`src/rtl/rename_stage.sv`:
```
// Register-rename stage: maps architectural source/destination registers to
// physical tags through a register alias table (RAT), allocates destination
// tags from a circular free list, and presents the renamed instruction through
// a one-deep valid/ready output register. Retired tags return to the free list.
module rename_stage #(
  parameter int ARCH_REGS = 32,
  parameter int PHYS_REGS = 64,
  parameter int PREG_W    = $clog2(PHYS_REGS),
  parameter int FL_DEPTH  = PHYS_REGS - ARCH_REGS
) (
  input  logic              clk,
  input  logic              rstn,
  input  logic              in_valid,
  output logic              in_ready,
  input  logic [4:0]        srcReg1,
  input  logic [4:0]        srcReg2,
  input  logic [4:0]        destReg,
  input  logic              regWrite,
  output logic              out_valid,
  input  logic              out_ready,
  output logic [PREG_W-1:0] out_psrc1,
  output logic [PREG_W-1:0] out_psrc2,
  output logic [PREG_W-1:0] out_pdest,
  output logic [PREG_W-1:0] out_old_pdest,
  output logic [4:0]        out_archDest,
  output logic              out_regWrite,
  input  logic              retire_valid,
  input  logic [PREG_W-1:0] retire_pdest,
  output logic [5:0]        free_count
);

  localparam int FW = $clog2(FL_DEPTH);

  // Register alias table and free list storage
  logic [PREG_W-1:0] rat_q [ARCH_REGS];
  logic [PREG_W-1:0] rat_d [ARCH_REGS];
  logic [PREG_W-1:0] fl_q  [FL_DEPTH];
  logic [PREG_W-1:0] fl_d  [FL_DEPTH];
  logic [FW-1:0]     head_q, head_d;
  logic [FW-1:0]     tail_q, tail_d;
  logic [5:0]        fc_q, fc_d;

  // Output register
  logic              out_valid_q, out_valid_d;
  logic [PREG_W-1:0] out_psrc1_q, out_psrc1_d;
  logic [PREG_W-1:0] out_psrc2_q, out_psrc2_d;
  logic [PREG_W-1:0] out_pdest_q, out_pdest_d;
  logic [PREG_W-1:0] out_old_pdest_q, out_old_pdest_d;
  logic [4:0]        out_arch_dest_q, out_arch_dest_d;
  logic              out_reg_write_q, out_reg_write_d;

  logic alloc;
  logic accept;
  logic alloc_fire;
  logic push;

  // Handshake, rename lookup, allocation and retire next-state logic
  always_comb begin
    rat_d           = rat_q;
    fl_d            = fl_q;
    head_d          = head_q;
    tail_d          = tail_q;
    out_valid_d     = out_valid_q;
    out_psrc1_d     = out_psrc1_q;
    out_psrc2_d     = out_psrc2_q;
    out_pdest_d     = out_pdest_q;
    out_old_pdest_d = out_old_pdest_q;
    out_arch_dest_d = out_arch_dest_q;
    out_reg_write_d = out_reg_write_q;

    // x0 never allocates, so it stays pinned to tag 0
    alloc      = regWrite && (destReg != 5'd0);
    // Readiness uses registered free_count only; a same-cycle retire does not help
    in_ready   = (!out_valid_q || out_ready) && (!alloc || (fc_q != 6'd0));
    accept     = in_valid && in_ready;
    alloc_fire = accept && alloc;
    // A push into a full list is dropped unless a pop frees a slot the same cycle
    push       = retire_valid && (retire_pdest != '0) &&
                 ((fc_q != 6'(FL_DEPTH)) || alloc_fire);

    if (accept) begin
      // Sources read the pre-update RAT so src==dest sees the old mapping
      out_psrc1_d     = rat_q[srcReg1];
      out_psrc2_d     = rat_q[srcReg2];
      out_arch_dest_d = destReg;
      out_reg_write_d = regWrite;
      out_valid_d     = 1'b1;
      if (alloc) begin
        out_pdest_d     = fl_q[head_q];
        out_old_pdest_d = rat_q[destReg];
        rat_d[destReg]  = fl_q[head_q];
        head_d          = head_q + FW'(1);
      end else begin
        out_pdest_d     = '0;
        out_old_pdest_d = '0;
      end
    end else if (out_ready) begin
      out_valid_d = 1'b0;
    end

    if (push) begin
      fl_d[tail_q] = retire_pdest;
      tail_d       = tail_q + FW'(1);
    end

    fc_d = fc_q - {5'd0, alloc_fire} + {5'd0, push};
  end

  // State registers with asynchronous reset to the identity mapping
  always_ff @(posedge clk or negedge rstn) begin
    if (!rstn) begin
      for (int i = 0; i < ARCH_REGS; i++) rat_q[i] <= PREG_W'(i);
      for (int i = 0; i < FL_DEPTH; i++)  fl_q[i]  <= PREG_W'(ARCH_REGS + i);
      head_q          <= '0;
      tail_q          <= '0;
      fc_q            <= 6'(FL_DEPTH);
      out_valid_q     <= 1'b0;
      out_psrc1_q     <= '0;
      out_psrc2_q     <= '0;
      out_pdest_q     <= '0;
      out_old_pdest_q <= '0;
      out_arch_dest_q <= '0;
      out_reg_write_q <= 1'b0;
    end else begin
      rat_q           <= rat_d;
      fl_q            <= fl_d;
      head_q          <= head_d;
      tail_q          <= tail_d;
      fc_q            <= fc_d;
      out_valid_q     <= out_valid_d;
      out_psrc1_q     <= out_psrc1_d;
      out_psrc2_q     <= out_psrc2_d;
      out_pdest_q     <= out_pdest_d;
      out_old_pdest_q <= out_old_pdest_d;
      out_arch_dest_q <= out_arch_dest_d;
      out_reg_write_q <= out_reg_write_d;
    end
  end

  assign out_valid     = out_valid_q;
  assign out_psrc1     = out_psrc1_q;
  assign out_psrc2     = out_psrc2_q;
  assign out_pdest     = out_pdest_q;
  assign out_old_pdest = out_old_pdest_q;
  assign out_archDest  = out_arch_dest_q;
  assign out_regWrite  = out_reg_write_q;
  assign free_count    = fc_q;

endmodule
```
`config.mk`:
```
export PLATFORM = sky130hd
export DESIGN_NAME = rename_stage
export DESIGN_NICKNAME = d
export VERILOG_FILES = /design/src/rtl/rename_stage.sv
export SDC_FILE = /design/constraint.sdc
export NUM_CORES = 1
export LEC_CHECK = 0
export BUFFER_PORTS_ARGS = -buffer_cell sky130_fd_sc_hd__buf_2
export CORE_MARGIN = 3
export CORE_UTILIZATION = 45
export CTS_CLUSTER_DIAMETER = 50
export DETAILED_ROUTE_END_ITERATION = 10
export PLACE_DENSITY = 0.7
export SETUP_SLACK_MARGIN = 0.3
export SKIP_CTS_REPAIR_TIMING = 1
export SLEW_MARGIN = 25
export SYNTH_ARGS = -nofsm -noshare
export SYNTH_HDL_FRONTEND = slang
export SYNTH_SLANG_ARGS = --single-unit
export TNS_END_PERCENT = 20
```
`constraint.sdc`:
```
create_clock -name clk -period 4.5 [get_ports clk]
set_input_delay 0.675 -clock clk [delete_from_list [all_inputs] [get_ports clk]]
set_output_delay 0.675 -clock clk [all_outputs]
set_load 0.01 [all_outputs]
```
## After elaboration in Yosys (flattened, before gate mapping)

Index checks and enable logic that the tools add are counted.
W data, S select, Z words.

- Register bits: 431
- Input bits: 27
- Output and inout bits: 38
- Logic and storage cells: 131

- Add/sub/neg operators: 4
- Magnitude comparators: 7
- Eq/ne operators: 1
- Mux-type cells: 22
- Bitwise gates (word level): 5
- Reductions and logical operators: 18

Operators with widths:

| cell | number |
|---|---|
| $bwmux W192 | 2 |
| $bmux W6 S5 | 4 |
| $mux W6 | 12 |
| $demux W6 S5 | 2 |
| $ge A6 B6 Y1 const B | 5 |
| $not A5 Y6 | 5 |
| $lt A6 B1 Y1 const B | 2 |
| $reduce_bool A6 Y1 | 2 |
| $add A5 B1 Y5 const B | 2 |
| $logic_and A1 B1 Y1 | 8 |
| $add A6 B1 Y6 | 1 |
| $ne A6 B6 Y1 const B | 1 |
| $sub A6 B1 Y6 | 1 |
| $reduce_bool A5 Y1 | 1 |
| $logic_or A1 B1 Y1 | 3 |
| $logic_not A1 Y1 | 2 |
| $mux W1 | 2 |
| $reduce_and A2 Y1 | 1 |
| $reduce_bool A2 Y1 | 1 |

## Logic depth before layout (Yosys ltp)

Gate-level depths: netlist (run 1).

- Word-level depth: 10
- Mapped depth: 14
- Depth with buffers taken out: 13

## Least setup slack after synthesis (run 1)

Ideal clock, no wire load.

- Path kind: input-to-reg
- Start point: in destReg[0]
- End point: reg fc_q[4], in the netlist free_count[4]
- Library setup time: 0.080 ns
- Arrival time: 3.342 ns
- Required time: 4.420 ns
- Setup slack: 1.078 ns
- Stages on the path: 14
- Buffers on the path: 2
- Cells stage by stage: buf_2 or3_1 o21ai_2 or3_4 buf_4 clkinv_1 ha_1 inv_1 ha_1 fa_1 a21oi_1 nor2_1 nor2_1 xnor2_1

- Word-level cells in the longest chain between the ends: 10
- Elaborated cells between the ends (all ways): 11
- Classes of those cells: add/sub: 2; reduce/logical: 9

Ends and longest elaborated chain:

| item | line | RTL |
|---|---|---|
| from (decl) | 17 | `input logic [4:0] destReg,` |
| $reduce_bool A5 Y1 * | 72 | `alloc = regWrite && (destReg != 5'd0);` |
| $logic_and A1 B1 Y1 * | 72 |  |
| $logic_not A1 Y1 | 74 | `in_ready = (!out_valid_q \|\| out_ready) && (!alloc \|\| (fc_q != 6'd0));` |
| $logic_or A1 B1 Y1 | 74 |  |
| $logic_and A1 B1 Y1 | 74 |  |
| $logic_and A1 B1 Y1 | 75 | `accept = in_valid && in_ready;` |
| $logic_and A1 B1 Y1 * | 76 | `alloc_fire = accept && alloc;` |
| net alloc_fire | 54 | `logic alloc_fire;` |
| branches (longest 2 deep; another with $sub A6 B1 Y6) | -- |  |
| $add A6 B1 Y6 * | 106 | `fc_d = fc_q - {5'd0, alloc_fire} + {5'd0, push};` |
| net fc_d[4] | 41 | `logic [5:0] fc_q, fc_d;` |
| to (signal assigned) | 116 | `fc_q <= 6'(FL_DEPTH);` |
| to (decl) | 41 |  |

Mark *: on every way through the listed nets, which the timed path passes.
A chain may end at the register's enable or synchronous reset.

## Worst setup path in the final report (run 1)

- Start point: reg fc_q[4], in the netlist free_count[4]
- End point: reg fc_q[4], in the netlist free_count[4]

- Word-level cells in the longest chain between the ends: 8
- Elaborated cells between the ends (all ways): 10
- Classes of those cells: add/sub: 2; eq/ne: 1; reduce/logical: 7

Ends and longest elaborated chain:

| item | line |
|---|---|
| $reduce_bool A6 Y1 * | 74 |
| $logic_or A1 B1 Y1 * | 74 |
| $logic_and A1 B1 Y1 * | 74 |
| $logic_and A1 B1 Y1 * | 75 |
| $logic_and A1 B1 Y1 * | 76 |
| net alloc_fire | 54 |
| branches (longest 2 deep; another with $sub A6 B1 Y6) | -- |
| $add A6 B1 Y6 * | 106 |
| net fc_d[4] | 41 |

Marks and branches as above.

==> run_results.csv, run 1 <==
group,metric,value,unit
cells_and_area,layout-drive-gt1-share,0.593,
routing,number_of_drc_violations_after_detailed_routing_iteration_0,1193,
cells_and_area,layout_common_cells,"381 x mux2_2, 237 x dfrtp_1, 193 x dfstp_2, 161 x mux4_2, 67 x mux2i_1",
sta,worst_clock_skew,0.0208,ns
floorplan,design.die.area,0.0549,mm^2
placement,io_buffer_count,64,
grt,grt_antenna_before_repair,0,
routing,wirelength_per_cell,26.5,um
synth,synth.area.mux_share,0.370,
synth,synth_area_per_cell,14.8,um^2
synth,netlist_instances,1586,
synth,synth.cell_area,0.0235,mm^2
placement,detailedPlacementHpwl,41600,um
cells_and_area,postLayoutCoreUtil,0.510,
cts,clk_transition_reported_paths,0.06,ns
cts,clock-sinks,431,
worst_setup_path,worst-endpoint-required,5.02,ns
floorplan,num_io_pins,65,
sta,setup_ws,0.681,ns
synth,total_of_flip_flops_plus_latches_after_synthesis,431,
synth,compound_cell_area_share_of_the_yosys_netlist,0.0544,
routing,detail_route.drc_violations,0,
pwr,pwr-share-comb,0.341,
cells_and_area,layout.nets,1656,
synth,post_synth_num_cell_types,64,
cells_and_area,filler_cells_inserted,4279,
cells_and_area,most_common_cell_after_layout_fill_and_taps_aside,"mux2_2",
placement,post_dp_cell_area,0.0244,mm^2
cts,h-tree-depth,2,
cts,cts_inserted_buffers,52,
cts,clock_tree.root_cell,"clkbuf_16",
synth,ys_warn_count,0,
worst_setup_path,critical_path_peak_fanout,13,
routing,detail_route.wirelength,62000,um
synth,largest_family_of_logic_cells_by_synthesized_area,"multiplexers",
sta,period_minus_slack,3.82,ns
grt,gr-total-overflow,0,
routing,first_pass_iters,5,
grt,number_of_global_route_vias_before_repair,15200,
floorplan,fp.dieW,234,um
grt,grt_use_total,0.229,
synth,ys_seq_area_frac,0.470,
sta,timing.final.setup_violations,0,
floorplan,std_cell_rows,83,
cells_and_area,final_cell_area,0.0262,mm^2
synth,synth_xor_area_frac,0.00448,
worst_setup_path,critical_path.startpoint_type,"register",
cells_and_area,areaGrowthSynthToFinish,11.8,%
pwr,power_report.internal_total,0.0111,W
pwr,p_leak,11.0,nW
routing,antenna_left,0,
sta,rsz_0062_raised_after_global_routing,"no",
pwr,power.total,0.0170,W
sta,hold_violations,0,
worst_setup_path,cp.arrival,4.34,ns
pwr,netSwitchingFraction,0.345,
pwr,net_switching_power,0.00588,W
sta,max_freq,0.262,GHz
grt,first_pass_grt_wire_length,95100,um
synth,synth_async_sr_flop_share,1.00,
cts,clock_insertion_delay_worst_skew,0.61,ns
floorplan,die-height,234,um
cts,clock_path_buffers,3,
run_status,run_status,"finished clean",
synth,post_synth_fa_ha_maj_area_fraction,0.00832,
cells_and_area,num_antenna_cells,0,
routing,route.vias.total,14800,
sta,tightest_slew,0.989,ns
placement,gp_congestion,0.911,
pwr,power_density,648,mW/mm^2
hold_path,hold_path.class,"register to register",
routing,vias_per_cell,6.33,
pwr,clock_power_share,0.256,
job,max-cap-violations,0,
synth,mappedNetlistNets,1628,
synth,ys.flop_type,"dfrtp_1",
pwr,peakVddDrop,0.460,mV
sta,layout_worst_path_cycle_share,0.849,
worst_setup_path,setup.worst_path.class,"register to register",
floorplan,core_area,0.0514,mm^2
floorplan,starting_density_of_the_core,0.456,
worst_setup_path,timing.critical_path.to_type,"register",
placement,setup_slack_at_placement,0.608,ns
sta,final.setup.tns,0,ns
synth,post_synth_edffs,0,
cts,clock_tree_from_tritoncts,"built",
sta,report.final.slew_viol_count,0,
synth,fraction_of_the_mapped_netlist_area_in_simple_logic_gates,0.0622,
sta,timing.max_slew.rel_slack,0.339,
pwr,power.share.sequential,0.404,
grt,grt_start_max_net_pins,126,
per-layer routing:
layer | vias to the layer above | GRT usage | share of wire | routed length [um]
met5 | - | 0 | 0 | 0
met4 | 0 | 0.0795 | 0.033 | 2060
met3 | 127 | 0.0483 | 0.071 | 4410
met2 | 558 | 0.375 | 0.48 | 29900
met1 | 7840 | 0.304 | 0.41 | 25700
li1 | 6274 | - | - | -
critical path: stages (launching register included):
cell      delay, ns
dfrtp_1        0.37
inv_1          0.11
ha_1           0.27
nor4bb_2       0.68
or3_4          0.37
clkinv_1       0.39
ha_1           0.44
inv_1          0.04
ha_1           0.20
fa_1           0.43
a21oi_1        0.16
nor2_1         0.05
nor2_1         0.11
xnor2_1        0.13
worst paths after layout:
| path | start | to | slack (ns) | cells past startpoint |
|---|---|---|---|---|
| min | rat_q[186]$_DFFE_PN0P_ | rat_q[186]$_DFFE_PN0P_ | 0.42 | 0 |
| max reg2reg | free_count[4]$_DFF_PN0_ | free_count[4]$_DFF_PN0_ | 0.68 | 13 |
| max in group asynchronous | rstn | rat_q[82]$_DFFE_PN1P_ | 2.73 | 4 |
| max | free_count[4]$_DFF_PN0_ | free_count[4]$_DFF_PN0_ | 0.68 | 13 |
| min in group asynchronous | rstn | rat_q[155]$_DFFE_PN0P_ | 0.54 | 2 |
| min reg2reg | rat_q[186]$_DFFE_PN0P_ | rat_q[186]$_DFFE_PN0P_ | 0.42 | 0 |
power by group through the flow:
stage	clock network, W	registers (W)	logic (W)
final	0.00435	0.00686	0.00580
after global routing	0.00459	0.00707	0.00617
after CTS	0.00443	0.00684	0.00579
after detailed placement	0	0.00689	0.00577
after global placement	0	0.00677	0.00561
after floorplan	0	0.00641	0.00427
cells in the mapped netlist (all sizes together) (12+ instances only):
master,n,area (um^2)
dfstp,193,5070
a211o,12,105
nor2,30,113
dfrtp,238,5960
ha,14,175
o22ai,17,106
inv,13,48.8
o21ai,15,78.8
nor3,34,200
buf,66,394
a221oi,23,201
nand4,34,533
a22o,18,158
nand2,26,97.6
mux4,161,3630
mux2,387,4380
clkbuf,71,275
mux2i,67,671
a22oi,27,203
cell families (layout without fill, tap and decap cells):
kind of cell,after synthesis,after routing
xor gates and xnor gates,12,12
AOI/OAI and AO/OA,164,164
DFF,431,431
buffers and inverters,151,223
and+or+nand+nor,198,198
muxes,615,615
adders and majority gates,15,15
sequential cells by signal, indices dropped and copies added (netlist names), 6 cells and up:
name / count
fl_q: 192
free_count: 6
out_old_pdest: 6
out_pdest: 6
out_psrc1: 6
out_psrc2: 6
rat_q: 192
layout make-up:
cell class                 count  area, um^2  share of cell area
tap                          680         851              0.0324
timing repair buffer         111         776              0.0296
clock buffer                  69        1400              0.0532
inverter                      14        52.6             0.00200
sequential                   431       11000               0.420
clock inverter                29         382              0.0145
multi-input combinational   1004       11700               0.448
stage by stage:
stage | hold WS, ns | cells
floorplan | 0.379 | 1586
global placement | 0.393 | 2238
detailed placement | 0.404 | 2238
CTS | 0.212 | 2336
global route | 0.439 | 2338
finish | 0.416 | 2338
Note: power is estimated with default switching activity, not from simulation.
==> inputs of run 2 (changes only) <==
- clock period: 4.5 -> 3.84 ns (I/O delays scaled with it)
==> run 2 against run 1 <==
The flow now finishes with violations (hold timing). Clock power increased by 15%. Core utilization increased by 0.24 points. Critical path type unchanged. Critical path depth is 1 higher. Fmax grew 22%. Critical endpoint is now free_count[5]$_DFF_PN1_. Global-route usage up 0.060 points. Non-clock buffer count rose by 21. Worst setup slack better by 0.028 ns.
==> run_results.csv, run 2 (same netlist as run 1, synthesis figures left out) <==
group,metric,value,unit
run_status,run_status,"finished with violations",
run_status,failed_checks,"hold timing",
routing,number_of_drc_violations_after_detailed_routing_iteration_0,1505,
sta,report.final.slew_viol_count,0,
floorplan,num_io_pins,65,
sta,layout_worst_path_cycle_share,0.815,
cells_and_area,filler_cells_inserted,4237,
pwr,peakVddDrop,0.573,mV
sta,hold_violations,4,
floorplan,core_area,0.0514,mm^2
pwr,power_density,755,mW/mm^2
worst_setup_path,worst-endpoint-required,4.35,ns
cells_and_area,layout_common_cells,"381 x mux2_2, 237 x dfrtp_1, 193 x dfstp_2, 161 x mux4_2, 67 x mux2i_1",
routing,route.vias.total,14900,
cts,clk_transition_reported_paths,0.06,ns
placement,number_of_cells_after_detailed_placement,2261,
cts,cts_inserted_buffers,49,
pwr,net_switching_power,0.00676,W
placement,detailedPlacementHpwl,41800,um
worst_setup_path,timing.critical_path.to_type,"register",
cts,clock_tree_from_tritoncts,"built",
cells_and_area,reg.largest.list,"fl_q x192, rat_q x192",
job,max-cap-violations,0,
grt,first_pass_grt_wire_length,95700,um
cells_and_area,layout.nets,1674,
worst_setup_path,critical_path_peak_fanout,13,
sta,period_minus_slack,3.13,ns
pwr,power.share.sequential,0.400,
routing,detail_route.wirelength,62300,um
cts,clock-sinks,431,
hold_path,hold_path.class,"input port to async pin",
cells_and_area,areaGrowthSynthToFinish,12.4,%
worst_setup_path,critical_path.startpoint_type,"register",
floorplan,starting_density_of_the_core,0.456,
routing,antenna_left,0,
floorplan,design.die.area,0.0549,mm^2
sta,final.setup.tns,0,ns
sta,timing.final.setup_violations,0,
pwr,netSwitchingFraction,0.340,
floorplan,fp.dieW,234,um
cells_and_area,most_common_cell_after_layout_fill_and_taps_aside,"mux2_2",
pwr,power_report.internal_total,0.0131,W
floorplan,std_cell_rows,83,
placement,io_buffer_count,64,
pwr,pwr-share-comb,0.348,
grt,grt_use_total,0.229,
routing,wirelength_per_cell,26.5,um
worst_setup_path,setup.worst_path.class,"register to register",
sta,timing.max_slew.rel_slack,0.380,
cts,clock_path_buffers,3,
cts,clock_insertion_delay_worst_skew,0.59,ns
grt,gr-total-overflow,0,
sta,tightest_slew,0.929,ns
sta,rsz_0062_raised_after_global_routing,"no",
pwr,p_leak,11.0,nW
placement,gp_congestion,0.957,
sta,worst_clock_skew,0.0337,ns
cts,clock_tree.root_cell,"clkbuf_16",
sta,holdWs,-0.0172,ns
routing,vias_per_cell,6.33,
pwr,clock_power_share,0.252,
cells_and_area,layout-drive-gt1-share,0.597,
worst_setup_path,cp.arrival,3.64,ns
cts,h-tree-depth,2,
sta,max_freq,0.319,GHz
cells_and_area,num_antenna_cells,0,
grt,grt_start_max_net_pins,95,
grt,number_of_global_route_vias_before_repair,15100,
routing,first_pass_iters,5,
floorplan,die-height,234,um
routing,detail_route.drc_violations,0,
cells_and_area,final_cell_count_no_fill,2352,
grt,grt_antenna_before_repair,0,
## run 2: cell type report
| class | instances | area, um^2 | share of cell area |
|---|---|---|---|
| inverter | 14 | 52.6 | 0.00199 |
| multi-input combinational | 1004 | 11700 | 0.446 |
| tap | 680 | 851 | 0.0323 |
| timing repair buffer | 132 | 936 | 0.0355 |
| clock inverter | 16 | 282 | 0.0107 |
| sequential | 431 | 11000 | 0.418 |
| clock buffer | 75 | 1470 | 0.0556 |
## run 2: per-layer routing
layer  global-route usage  up-vias  routed length [um]
met5                    0        -                   0
met4               0.0660        0                1700
met3               0.0430      120                4420
met2                0.379      587               30500
met1                0.311     7882               25700
li1                     -     6298                   -
## run 2: power by group through the flow
| stage | logic, W | registers [W] | clock network [W] |
|---|---|---|---|
| floorplan | 0.00500 | 0.00751 | 0 |
| global placement | 0.00675 | 0.00787 | 0 |
| detailed placement | 0.00691 | 0.00800 | 0 |
| CTS | 0.00694 | 0.00794 | 0.00511 |
| global route | 0.00736 | 0.00819 | 0.00528 |
| finish | 0.00692 | 0.00796 | 0.00502 |
## run 2: per-stage QoR
step	hold slack [ns]	power, W	area, um^2	setup slack (ns)	util
finish	-0.0172	0.0199	26400	0.709	0.513
global route	0.0464	0.0208	26400	0.478	0.513
CTS	0.0275	0.0200	26400	0.697	0.513
detailed placement	0.403	0.0149	24600	0.474	0.479
global placement	0.395	0.0146	24600	0.490	0.479
floorplan	0.280	0.0125	23500	0.517	-
## run 2: final timing paths
| path | startpoint | endpoint | slack, ns | cells after the start |
|---|---|---|---|---|
| worst max-delay path | free_count[5]$_DFF_PN1_ | free_count[5]$_DFF_PN1_ | 0.71 | 14 |
| worst min-delay path | rstn | rat_q[109]$_DFFE_PN0P_ | -0.02 | 1 |
| worst max register to register | free_count[5]$_DFF_PN1_ | free_count[5]$_DFF_PN1_ | 0.71 | 14 |
| worst min register to register | rat_q[191]$_DFFE_PN0P_ | rat_q[191]$_DFFE_PN0P_ | 0.42 | 0 |
| max in group asynchronous | rstn | rat_q[98]$_DFFE_PN1P_ | 2.73 | 2 |
| min in group clk | retire_pdest[3] | fl_q[171]$_DFFE_PN0P_ | 0.41 | 2 |
## run 2: worst max-delay path, stage by stage, from the launching register on
cell	delay (ns)
dfstp_2	0.54
inv_1	0.04
ha_1	0.24
nor4bb_2	0.19
buf_4	0.20
or3_4	0.44
clkinv_1	0.09
ha_1	0.14
inv_1	0.06
ha_1	0.29
a21o_1	0.16
a21oi_1	0.22
o21bai_1	0.09
a21oi_1	0.17
xor2_1	0.17
